--- src/rtl/jtag_axi_pkg.sv ---
// Shared types for the JTAG-to-AXI bridge: dispatch info/status records and requester-arbiter state.
package jtag_axi_pkg;

  localparam int JTAG_AXI_ARB_MAX_REQ = 8;

  typedef struct packed {
    logic [31:0] addr;
    logic [31:0] wdata;
    logic [3:0]  wstrb;
    logic        write;
  } s_axi_jtag_info_t;

  typedef struct packed {
    logic [1:0]  resp;
    logic [31:0] rdata;
  } s_axi_jtag_status_t;

  typedef enum logic [1:0] {
    ARB_IDLE  = 2'd0,
    ARB_ISSUE = 2'd1,
    ARB_WAIT  = 2'd2,
    ARB_RESP  = 2'd3
  } arb_st_t;

endpackage

--- src/rtl/jtag_axi_rr_pick.sv ---
// Combinational winner select for the requester arbiter.
// JTAG_AXI_ARB_RR_EN defined: search upward from rr_ptr with wrap; undefined: lowest index wins.
module jtag_axi_rr_pick
  import jtag_axi_pkg::*;
#(
  parameter int N_REQ = 4,
  parameter int IW    = (N_REQ > 1) ? $clog2(N_REQ) : 1
) (
  input  logic [N_REQ-1:0] req,
`ifdef JTAG_AXI_ARB_RR_EN
  input  logic [IW-1:0]    rr_ptr,
`endif
  output logic [N_REQ-1:0] grant_oh,
  output logic [IW-1:0]    grant_idx,
  output logic             grant_any
);

  // Scan candidates in priority order; the first valid one is latched into the outputs.
  always_comb begin
    int            pos;
    logic [IW-1:0] pos_idx;
    logic          hit;
    grant_oh  = '0;
    grant_idx = '0;
    grant_any = 1'b0;
    pos       = 0;
    pos_idx   = '0;
    hit       = 1'b0;
    for (int i = 0; i < N_REQ; i++) begin
`ifdef JTAG_AXI_ARB_RR_EN
      pos = int'(rr_ptr) + i;
      pos = (pos >= N_REQ) ? (pos - N_REQ) : pos;
`else
      pos = i;
`endif
      pos_idx            = IW'(pos);
      hit                = req[pos_idx] & ~grant_any;
      grant_oh[pos_idx]  = grant_oh[pos_idx] | hit;
      grant_idx          = hit ? pos_idx : grant_idx;
      grant_any          = grant_any | hit;
    end
  end

endmodule

--- src/rtl/jtag_axi_req_arb.sv ---
// Shares the single JTAG-to-AXI dispatch engine among N_REQ requesters, one transaction at a time.
// Arbitration is round-robin with JTAG_AXI_ARB_RR_EN defined, fixed priority otherwise.
module jtag_axi_req_arb
  import jtag_axi_pkg::*;
#(
  parameter int N_REQ       = 4,
  parameter int WAIT_MAX_CC = 8192
) (
  input  logic               clk,
  input  logic               ares,
  input  logic [N_REQ-1:0]   req_valid_i,
  input  s_axi_jtag_info_t   req_info_i [N_REQ],
  output logic [N_REQ-1:0]   req_ready_o,
  output logic [N_REQ-1:0]   rsp_valid_o,
  output s_axi_jtag_status_t rsp_status_o,
  output logic               rsp_timeout_o,
  output logic               disp_req_o,
  output s_axi_jtag_info_t   disp_info_o,
  input  logic               disp_ready_i,
  input  logic               disp_done_i,
  input  s_axi_jtag_status_t disp_status_i
);

  localparam int              IW      = (N_REQ > 1) ? $clog2(N_REQ) : 1;
  localparam int              WW      = $clog2(WAIT_MAX_CC + 1);
  localparam logic [WW-1:0]   WD_TERM = WW'(WAIT_MAX_CC - 1);
  localparam logic [WW-1:0]   WD_SAT  = {WW{1'b1}};

  arb_st_t            state_r, state_s;
  logic [N_REQ-1:0]   grant_oh_r;
  s_axi_jtag_info_t   info_r;
  logic [WW-1:0]      wd_r;
  logic               wd_term_s;
  logic               disp_req_r;
  logic [N_REQ-1:0]   rsp_valid_r;
  s_axi_jtag_status_t rsp_status_r;
  logic               rsp_timeout_r;
  logic [N_REQ-1:0]   req_ready_s;
  logic [N_REQ-1:0]   pick_oh_s;
  logic [IW-1:0]      pick_idx_s;
  logic               pick_any_s;
`ifdef JTAG_AXI_ARB_RR_EN
  logic [IW-1:0]      grant_r;
  logic [IW-1:0]      rr_ptr_r;
`endif

  jtag_axi_rr_pick #(
    .N_REQ (N_REQ),
    .IW    (IW)
  ) u_pick (
    .req       (req_valid_i),
`ifdef JTAG_AXI_ARB_RR_EN
    .rr_ptr    (rr_ptr_r),
`endif
    .grant_oh  (pick_oh_s),
    .grant_idx (pick_idx_s),
    .grant_any (pick_any_s)
  );

  assign wd_term_s = (wd_r >= WD_TERM);

  // Next-state logic; a completion in the terminal-count cycle takes precedence over the abort.
  always_comb begin
    state_s = state_r;
    case (state_r)
      ARB_IDLE:  if (pick_any_s) state_s = ARB_ISSUE; else state_s = ARB_IDLE;
      ARB_ISSUE: if (disp_ready_i) state_s = ARB_WAIT; else state_s = ARB_ISSUE;
      ARB_WAIT:  if (disp_done_i || wd_term_s) state_s = ARB_RESP; else state_s = ARB_WAIT;
      ARB_RESP:  state_s = ARB_IDLE;
      default:   state_s = ARB_IDLE;
    endcase
  end

  // Accept pulse must coincide with the dispatch handshake, so it is decoded from the live ready.
  always_comb begin
    req_ready_s = '0;
    if ((state_r == ARB_ISSUE) && disp_ready_i) req_ready_s = grant_oh_r;
    else req_ready_s = '0;
  end

  // State, grant, watchdog and registered response outputs.
  always_ff @(posedge clk) begin
    if (ares) begin
      state_r       <= ARB_IDLE;
      grant_oh_r    <= '0;
      info_r        <= '0;
      wd_r          <= '0;
      disp_req_r    <= 1'b0;
      rsp_valid_r   <= '0;
      rsp_status_r  <= '0;
      rsp_timeout_r <= 1'b0;
`ifdef JTAG_AXI_ARB_RR_EN
      grant_r       <= '0;
      rr_ptr_r      <= '0;
`endif
    end else begin
      state_r     <= state_s;
      disp_req_r  <= (state_s == ARB_ISSUE);
      rsp_valid_r <= '0;
      case (state_r)
        ARB_IDLE: begin
          if (pick_any_s) begin
            grant_oh_r <= pick_oh_s;
            info_r     <= req_info_i[pick_idx_s];
`ifdef JTAG_AXI_ARB_RR_EN
            grant_r    <= pick_idx_s;
`endif
          end
        end
        ARB_ISSUE: begin
          if (disp_ready_i) wd_r <= '0;
        end
        ARB_WAIT: begin
          if (disp_done_i) begin
            rsp_valid_r   <= grant_oh_r;
            rsp_status_r  <= disp_status_i;
            rsp_timeout_r <= 1'b0;
          end else if (wd_term_s) begin
            rsp_valid_r   <= grant_oh_r;
            rsp_status_r  <= '0;
            rsp_timeout_r <= 1'b1;
          end else if (wd_r != WD_SAT) begin
            wd_r <= wd_r + WW'(1);
          end
        end
        ARB_RESP: begin
`ifdef JTAG_AXI_ARB_RR_EN
          rr_ptr_r <= (grant_r == IW'(N_REQ - 1)) ? '0 : (grant_r + IW'(1));
`endif
        end
        default: begin
          wd_r <= '0;
        end
      endcase
    end
  end

  assign req_ready_o   = req_ready_s;
  assign rsp_valid_o   = rsp_valid_r;
  assign rsp_status_o  = rsp_status_r;
  assign rsp_timeout_o = rsp_timeout_r;
  assign disp_req_o    = disp_req_r;
  assign disp_info_o   = info_r;

endmodule

--- config.mk ---
export PLATFORM = sky130hd
export DESIGN_NAME = jtag_axi_req_arb
export DESIGN_NICKNAME = d
export VERILOG_FILES = /design/src/rtl/jtag_axi_pkg.sv /design/src/rtl/jtag_axi_rr_pick.sv /design/src/rtl/jtag_axi_req_arb.sv
export SDC_FILE = /design/constraint.sdc
export NUM_CORES = 1
export LEC_CHECK = 0
export CORE_AREA = 2 2 167 169
export DETAILED_ROUTE_END_ITERATION = 8
export DIE_AREA = 0 0 169 171
export PLACE_DENSITY = 0.62
export SETUP_SLACK_MARGIN = 0.05
export SYNTH_ARGS = -nofsm -noshare
export SYNTH_HDL_FRONTEND = slang
export SYNTH_SLANG_ARGS = --single-unit
--- constraint.sdc ---
create_clock -name clk -period 4.1 [get_ports clk]
set_input_delay 0.41 -clock clk [delete_from_list [all_inputs] [get_ports clk]]
set_output_delay 0.41 -clock clk [all_outputs]
set_load 0.005 [all_outputs]
==> metrics.cfg, run 1 <==
[global_routing]
antenna_found_initial = 2
grt_remaining_overflow = 0
track_usage_pct = 19.6
grt_max_degree = 139
grt_first_pass_wirelength_um = 44100
grt_pass1_vias = 7707

[critical_path]
critPathLaunchType = input pin
cp.arrival_ps = 2000
crit_type = in -> out
worst-path-stages = 4
worstPathRequired_ps = 3690
cpPeakStageDelay_ps = 520
r2r_cells = 5
worst-path-buf-inv = 2
slowest_stage = clkdlybuf4s50_1
critPathTopFamily = buffers and inverters
cp_max_fo = 7
crit_path_frequent_cell = clkdlybuf4s50_1
path_cells = clkdlybuf4s50_1, and3b_1, and2_1, clkdlybuf4s50_1
critPathCaptureType = primary output

[route]
drt.antenna.violating_nets = 0
routed_wl_um = 29100
routed-via-count = 7666
drc_errors = 0
detail_route.iter0.violations = 390
viasPerCell = 5.27
routedWlPerCell_um = 20.0
dr.pass1.iters = 4

[sta]
finalSetupViolations = 0
final.min_clock_period_ps = 2410
finClkSkew_ps = 12.0
relSlewSlack_pct = 38.6
max_freq_ghz = 0.416
worst_slew_pin_slew_ps = 917
timing.final.crit_share_pct = 58.7
rsz0062_at_grt = no
hold_viol = 0
slew_viol_final = 0
setup_tns_ps = 0

[die]
core.rowCount = 61
die-area_um2 = 28900
start_util_pct = 23.8
die_x_um = 169
dieHeight_um = 171
io_pins = 431
core_um2 = 27300

[clock_network]
clkSinkCount = 129
cts_buffers = 17
cts_setup_buffers = 0
clk_latency_ps = 420
postCtsHoldBufs = 0
clockBufferDepth = 2
htreeDepth = 4
postCtsResizedCells = 0
cts_tree = built
clk_pin_slew_ps = 60
cts.root.buffer_cell = clkbuf_16

[placed_design]
portBuffers = 430
dp_hpwl_um = 21100
place.gp.congestion = 0.849
placed_area_um2 = 11000

[logic_synthesis]
dominantRegCellSynth = dfxtp_1
synth_cells = 718
synth_edf_count = 0
yosys.area_share.simple_pct = 16.7
synth-compound-area-share_pct = 35.5
netlist_area_um2 = 6510
synth_xor_xnor_area_share_pct = 0
yosys-mux-area-fraction_pct = 1.08
synth_seq_area_share_pct = 39.7
ys_async_sr_fraction_pct = 0
synth.distinct_cells = 49
synth_fp_nets = 1037
synth-seq-cells = 129
avgSynthCellArea_um2 = 9.06
ys_warn_count = 0
synth_top_family_by_area = compound AO/OA/AOI/OAI gates
yosys.area_share.adder_pct = 0.192

[final_layout]
drive_gt1_share_pct = 5.61
layout.nets = 1412
design_area_um2 = 11600
syn_to_final_growth_pct = 78.4

[hold_path]
min_path_type = reg -> reg
holdPathStages = 1

[run]
maxCapViolCount = 0

[pwr]
p_per_area_nw_per_um2 = 353
vdd_drop_max_uv = 261
p_leak_nw = 4.01

[run_status]
outcome = finished, final reports clean

[metal layers]
metal	routed length (um)	vias to the layer above	track usage [%]
li1	-	3640	-
met1	11800	3648	23.5
met2	14300	343	33.3
met3	2310	35	6.08
met4	737	0	6.54
met5	0	-	0
[cell usage after synthesis, types with 2 or more instances]
library cell,n,area (um2)
inv_1,4,15.0
nor3_1,2,10.0
a21oi_1,12,60.1
o22ai_1,3,18.8
o21bai_1,70,526
nor2_1,18,67.6
o21ai_0,3,15.0
nand2_1,4,15.0
o31a_1,2,17.5
nand3_1,150,751
o21a_1,3,22.5
buf_2,48,240
nor2b_1,3,18.8
mux2i_1,7,70.1
a22o_1,35,307
o221ai_1,69,604
buf_4,2,15.0
and2_1,6,37.5
buf_6,3,33.8
dfxtp_1,129,2580
buf_1,2,7.51
nand4_1,3,18.8
and2b_1,3,22.5
nand4_2,2,25.0
a41oi_1,70,613
and3_1,7,43.8
clkbuf_1,36,135
[area by class of cell]
class	count	area, um2
inverter	4	15.0
timing repair buffer	447	4490
sequential	129	2580
clock inverter	15	139
clock buffer	17	425
antenna	2	5.00
tap	346	433
multi-input combinational	494	3520
fill	2702	15700
[power breakdown]
part	total, W	leakage, nW	internal (W)	switching (W)
sequential	0.00147	1.06	0.00139	0.0000779
combinational	0.00113	2.68	0.000662	0.000468
clock	0.00150	0.268	0.000806	0.000689
total	0.00409	4.01	0.00286	0.00123
[per-stage QoR]
| stage | util (%) | instances | worst slack (ps) | hold slack [ps] | power, W |
|---|---|---|---|---|---|
| 6_report | 42.5 | 1454 | 1690 | 475 | 0.00409 |
| 5_1_grt | 42.5 | 1454 | 1550 | 493 | 0.00430 |
| 4_1_cts | 42.5 | 1452 | 1700 | 482 | 0.00415 |
| 3_5_place_dp | 40.4 | 1420 | 1310 | 463 | 0.00262 |
| 3_3_place_gp | 40.4 | 1420 | 1390 | 460 | 0.00262 |
| 2_1_floorplan | - | 718 | 2330 | 448 | 0.00192 |
[layout by cell type (no fill, tap or decap), drive strengths merged, types with 13 or more instances in the layout]
master / instances
a21oi: 13
a22o: 35
a41oi: 70
buf: 18
clkbuf: 17
clkdlybuf4s50: 429
dfxtp: 129
inv: 15
nand3: 150
nor2: 18
o21bai: 71
o221ai: 69
[registers in the layout, indices dropped and copies added, names as in the netlist]
name / count
disp_info_o: 69
disp_req_o: 1
grant_oh_r: 4
rsp_status_o: 34
rsp_timeout_o: 1
rsp_valid_o: 4
state_r: 2
wd_r: 14
[path summary, 6_finish.rpt]
kind | from | to | slack (ps)
max | disp_ready_i | req_ready_o[0] | 1690
min | rsp_status_o[31]$_SDFFE_PP0P_ | rsp_status_o[31]$_SDFFE_PP0P_ | 480
min reg2reg | rsp_status_o[31]$_SDFFE_PP0P_ | rsp_status_o[31]$_SDFFE_PP0P_ | 480
max reg2reg | wd_r[0]$_SDFFE_PP0P_ | rsp_status_o[13]$_SDFFE_PP0P_ | 1860
[logic make-up after synthesis]
logic type,Yosys count
AO/OA/AOI/OAI,280
flip-flops,129
adder cells (fa/ha/maj),1
AND/OR/NAND/NOR,206
multiplexers,7
buffers and inverters,95
Note: power is estimated with default switching activity, not from simulation.
==> inputs of run 2 (changes only) <==
--- a/config.mk
+++ b/config.mk
@@ -5,10 +5,10 @@
 export SDC_FILE = /design/constraint.sdc
 export NUM_CORES = 1
 export LEC_CHECK = 0
-export CORE_AREA = 2 2 167 169
+export CORE_AREA = 2 2 166 168
 export DETAILED_ROUTE_END_ITERATION = 8
-export DIE_AREA = 0 0 169 171
-export PLACE_DENSITY = 0.62
+export DIE_AREA = 0 0 168 170
+export PLACE_DENSITY = 0.64
 export SETUP_SLACK_MARGIN = 0.05
 export SYNTH_ARGS = -nofsm -noshare
 export SYNTH_HDL_FRONTEND = slang
==> constraint.sdc (replaced) <==
create_clock -name clk -period 1.9 [get_ports clk]
set_input_delay 0.19 -clock clk [delete_from_list [all_inputs] [get_ports clk]]
set_output_delay 0.19 -clock clk [all_outputs]
set_load 0.005 [all_outputs]
==> metrics.cfg, run 2 (synthesized netlist as in run 1, its figures left out) <==
[final_layout]
syn_to_final_growth_pct = 87.4  ; was 78.4%
final_cell_mix = clkdlybuf4s50_1 (425), nand3_1 (150), dfxtp_1 (127)  ; was clkdlybuf4s50_1 (429), nand3_1 (150), dfxtp_1 (129)
utilization_pct = 45.7  ; was 42.5%
layout.nets = 1466  ; was 1412
n_fill_cell = 2570  ; was 2702
final_common_cell = clkdlybuf4s50_1  ; unchanged
drive_gt1_share_pct = 10.6  ; was 5.61%
largest_register_ffs = 69  ; unchanged
design_area_um2 = 12200  ; was 11600 um2

[global_routing]
grt_remaining_overflow = 0  ; unchanged
antenna_found_initial = 3  ; was 2
grt_pass1_vias = 7907  ; was 7707
track_usage_pct = 21.2  ; was 19.6%
grt_max_degree = 93  ; was 139
grt_first_pass_wirelength_um = 46600  ; was 44100 um

[critical_path]
r2r_start = wd_r[1]$_SDFFE_PP0P_  ; was wd_r[0]$_SDFFE_PP0P_
critPathTopFamily = compound AO/OA/AOI/OAI gates  ; was buffers and inverters
reg2reg_slack_ps = 160  ; was 1860 ps
critPathCaptureType = register  ; was primary output
worst-path-buf-inv = 1  ; was 2
reg2reg_to = wd_r[8]$_SDFFE_PP0P_  ; was rsp_status_o[13]$_SDFFE_PP0P_
r2r_cells = 6  ; was 5
cp.arrival_ps = 2050  ; was 2000 ps
crit_type = reg -> reg  ; was in -> out
cpPeakStageDelay_ps = 380  ; was 520 ps
worst-path-stages = 6  ; was 4
critPathLaunchType = register  ; was input pin
cp_max_fo = 7  ; unchanged
slowest_stage = o31a_1  ; was clkdlybuf4s50_1
worstPathRequired_ps = 2210  ; was 3690 ps
path_cells = ha_2, nand4_2, buf_4, o31a_1, nand4_1, o22ai_1  ; was clkdlybuf4s50_1, and3b_1, and2_1, clkdlybuf4s50_1

[die]
die-area_um2 = 28600  ; was 28900 um2
start_util_pct = 24.4  ; was 23.8%
io_pins = 431  ; unchanged
die_x_um = 168  ; was 169 um
dieHeight_um = 170  ; was 171 um
core_um2 = 26700  ; was 27300 um2
core.rowCount = 60  ; was 61

[clock_network]
clk_latency_ps = 420  ; about the same
cts_tree = built  ; unchanged
cts_buffers = 17  ; unchanged
htreeDepth = 4  ; unchanged
cts.root.buffer_cell = clkbuf_16  ; unchanged
clkSinkCount = 129  ; unchanged
clk_pin_slew_ps = 70  ; was 60 ps
clockBufferDepth = 2  ; unchanged

[route]
drt.antenna.violating_nets = 0  ; unchanged
routedWlPerCell_um = 20.9  ; was 20.0 um
routed_wl_um = 31400  ; was 29100 um
dr.pass1.iters = 5  ; was 4
routed-via-count = 8000  ; was 7666
viasPerCell = 5.32  ; was 5.27
detail_route.iter0.violations = 379  ; was 390
drc_errors = 0  ; unchanged

[sta]
finalSetupViolations = 0  ; unchanged
hold-worst-slack_ps = 311  ; was 475 ps
max_freq_ghz = 0.575
timing.final.crit_share_pct = 91.6
slew_viol_final = 0  ; unchanged
finClkSkew_ps = 13.1  ; was 12.0 ps
hold_viol = 0  ; unchanged
worst_slew_pin_slew_ps = 545  ; was 917 ps
rsz0062_at_grt = no  ; unchanged
final.min_clock_period_ps = 1740
relSlewSlack_pct = 63.6  ; was 38.6%
setup_tns_ps = 0  ; unchanged

[placed_design]
place.gp.congestion = 0.891  ; was 0.849
portBuffers = 430  ; unchanged
dp_hpwl_um = 23000  ; was 21100 um
placed_area_um2 = 11500  ; was 11000 um2

[run_status]
outcome = finished, final reports clean  ; unchanged

[pwr]
p_per_area_nw_per_um2 = 752  ; was 353 nW/um2
switchingPower_w = 0.00284  ; was 0.00123 W
clkPwrFrac_pct = 36.4  ; was 36.5%
p_comb_share_pct = 29.0  ; was 27.6%
p_seq_share_pct = 34.6  ; was 35.9%
sw_frac_of_total_pct = 30.9  ; was 30.2%
p_leak_nw = 4.37  ; was 4.01 nW
total_power_w = 0.00917  ; was 0.00409 W
internal-power_w = 0.00633  ; was 0.00286 W
vdd_drop_max_uv = 532  ; was 261 uV

[hold_path]
min_path_type = in -> reg  ; was reg -> reg
hold_start = ares  ; was rsp_status_o[31]$_SDFFE_PP0P_
holdPathEnd = wd_r[12]$_SDFFE_PP0P_  ; was rsp_status_o[31]$_SDFFE_PP0P_
holdPathStages = 3  ; was 1

[run]
maxCapViolCount = 0  ; unchanged

## run 2: cell types whose count changed in the layout (fill, tap and decap cells not counted), moves of 3 or more
| cell | delta |
|---|---|
| clkdlybuf4s50_1 | -4 |
| buf_4 | +43 |
| clkinv_8 | +4 |
| buf_12 | +8 |
| dlygate4sd2_1 | +3 |
## run 2: worst reg2reg max path, cell delays in order, from the launching register on
cell and delay (ps):
dfxtp_1 370, ha_2 230, nand4_2 180, buf_4 200, o31a_1 380, nand4_1 160
o22ai_1 100
## run 2: repair_timing
| item | in CTS | in global routing |
|---|---|---|
| gates resized for setup | 7 | 6 |
| hold buffers | 0 | 0 |
| gates cloned | 1 | 1 |
| buffers inserted | 4 | 2 |
| pin swaps | 3 | 1 |
| setup endpoints to repair | 38 | 87 |
## run 2: area by class of cell
type / instances / area, um2 / area share [%]
Clock buffer: 17 / 425 / 3.49
Inverter: 4 / 15.0 / 0.123
Timing Repair Buffer: 500 / 5020 / 41.2
Sequential cell: 129 / 2580 / 21.2
Tap cell: 341 / 427 / 3.50
Multi-Input combinational cell: 495 / 3540 / 29.1
Clock inverter: 15 / 166 / 1.36
Antenna cell: 2 / 5.00 / 0.0411
## run 2: power by group through the flow
stage	clock (W)	sequential (W)	combinational [W]
after floorplan	0	0.00322	0.000909
after global placement	0	0.00322	0.00256
final	0.00334	0.00317	0.00266
after detailed placement	0	0.00322	0.00258
after global routing	0.00355	0.00320	0.00285
after CTS	0.00342	0.00317	0.00262
## run 2: layer usage
| layer | GRT usage [%] | up-vias | part of all wire, % |
|---|---|---|---|
| li1 | - | 3757 | - |
| met1 | 24.4 | 3790 | 40 |
| met2 | 36.1 | 397 | 48 |
| met3 | 6.56 | 54 | 8.4 |
| met4 | 9.53 | 2 | 3.2 |
| met5 | 0 | - | 0.051 |
## run 2: metrics by stage
step | worst slack, ps | std cells
3_3_place_gp | -123 | 1461
6_report | 160 | 1503
2_1_floorplan | 132 | 718
4_1_cts | 49.4 | 1498
3_5_place_dp | -170 | 1461
5_1_grt | 53.1 | 1503
## run 2: worst max path at each step
stage,slack [ps],startpoint,end
floorplan,130,wd_r[0]$_SDFFE_PP0P_,rsp_status_o[10]$_SDFFE_PP0P_
global placement,-120,disp_done_i,rsp_status_o[25]$_SDFFE_PP0P_
detailed placement,-170,disp_done_i,rsp_status_o[22]$_SDFFE_PP0P_
CTS,50,wd_r[1]$_SDFFE_PP0P_,rsp_status_o[14]$_SDFFE_PP0P_
global route,50,state_r[1]$_SDFF_PP0_,disp_info_o[55]$_SDFFE_PP0P_
finish,160,wd_r[1]$_SDFFE_PP0P_,wd_r[8]$_SDFFE_PP0P_
==> edit, RTL diff (config.mk and constraints of run 2) <==
The parameter `WAIT_MAX_CC` goes from 8192 to 4096.
--- a/src/rtl/jtag_axi_req_arb.sv
+++ b/src/rtl/jtag_axi_req_arb.sv
@@ -6,3 +6,3 @@
   parameter int N_REQ       = 4,
-  parameter int WAIT_MAX_CC = 8192
+  parameter int WAIT_MAX_CC = 4096
 ) (
Check against the original RTL: same outputs for any inputs over 4 cycles, from zero or initial values; that may be too few to reach the edited logic, so the function may still have changed.
==> edit against run 2 <==
Synthesized area decreased by 2.1%. Worst hold slack improved by 0.049 ns. Setup slack improved by 0.017 ns. Total power decreased by 4.6%. Sequential cell count decreased by 1. Design area decreased by 1.6%. Die area unchanged. Wire length decreased by 2.6%. Clock skew increased by 0.0013 ns.
==> edit: results (changes against run 2) <==
[status]
status = finished, final reports clean

[global_routing]
grt_start_max_net_pins = 71  ; -24%
grt_use_total_pct = 20.8  ; -0.33 points
met3_usage_pct = 5.16  ; -1.4 points
grt_pass1_wl_um = 46600  ; about the same

[route]
met2WireLength_um = 15600  ; +2.9%
top_layer_used = met4
wl_um = 30600  ; -2.6%
drt_iter0_markers = 571  ; +51%
met1_length_um = 12300  ; -1.9%

[pwr]
power_per_cell_area_nw_per_um2 = 729  ; -3.1%
switchingPower_w = 0.00242  ; -15%
pg_comb_w = 0.00225  ; -15%

[sta]
hold_ws_ns = 0.359  ; +0.0487 ns
relSlewSlack_pct = 69.2  ; +5.6 points

[layout]
diodes = 0  ; -2
fin_nets = 1448  ; -1.2%

[worst_setup_path]
cp.arrival_ns = 2.03  ; -0.02 ns
ff2ff_setup_slack_ns = 0.18  ; +0.02 ns
cp_slowest_cell = dfxtp_1
max_stage_delay_ns = 0.43  ; +0.05 ns

[logic_synthesis]
yosys.cell_types.count = 51  ; +4.1%
synth_mux_area_share_pct = 0.157  ; -0.92 points
synth_area_leaders = dfxtp_1 40%, a32o_1 16%, nand3_1 12%
synth_fa_ha_area_share_pct = 0.196  ; +0.0040 points

[placement]
dp_cells = 1450  ; -0.75%
place_ws_ns = -0.186  ; -0.0164 ns
dp_hpwl_um = 22300  ; -3.0%
placed_cell_area_um2 = 11400  ; -1.0%

[worst_hold_path]
hold_path_depth = 2  ; -1

==> edit: cell types whose count changed after synthesis, moves of 5 or more <==
cell and delta:
o21ai_0 +71, o22a_1 +69, o221ai_1 -68, o21bai_1 -70, mux2i_1 -6, a32o_1 +103, buf_2 -34, a41oi_1 -70
clkbuf_1 +24, a22o_1 -35, nor2_1 -10, and3_1 -5
==> edit: final cells by class <==
| class | count | area [um^2] |
|---|---|---|
| Fill cell | 2604 | 14700 |
| Timing Repair Buffer | 484 | 4920 |
| Multi-Input combinational cell | 493 | 3450 |
| Sequential cell | 128 | 2570 |
| Clock buffer | 18 | 439 |
| Tap cell | 341 | 427 |
| Clock inverter | 14 | 169 |
| Inverter | 5 | 18.8 |
==> edit: what timing repair did <==
item / CTS / global route
cloned: 0 / 0
gates resized for setup: 7 / 3
endpoints found under the setup margin: 4 / 39
pin swaps: 0 / 2
buffers inserted: 0 / 1
endpoints found under the hold margin: 0 / 0
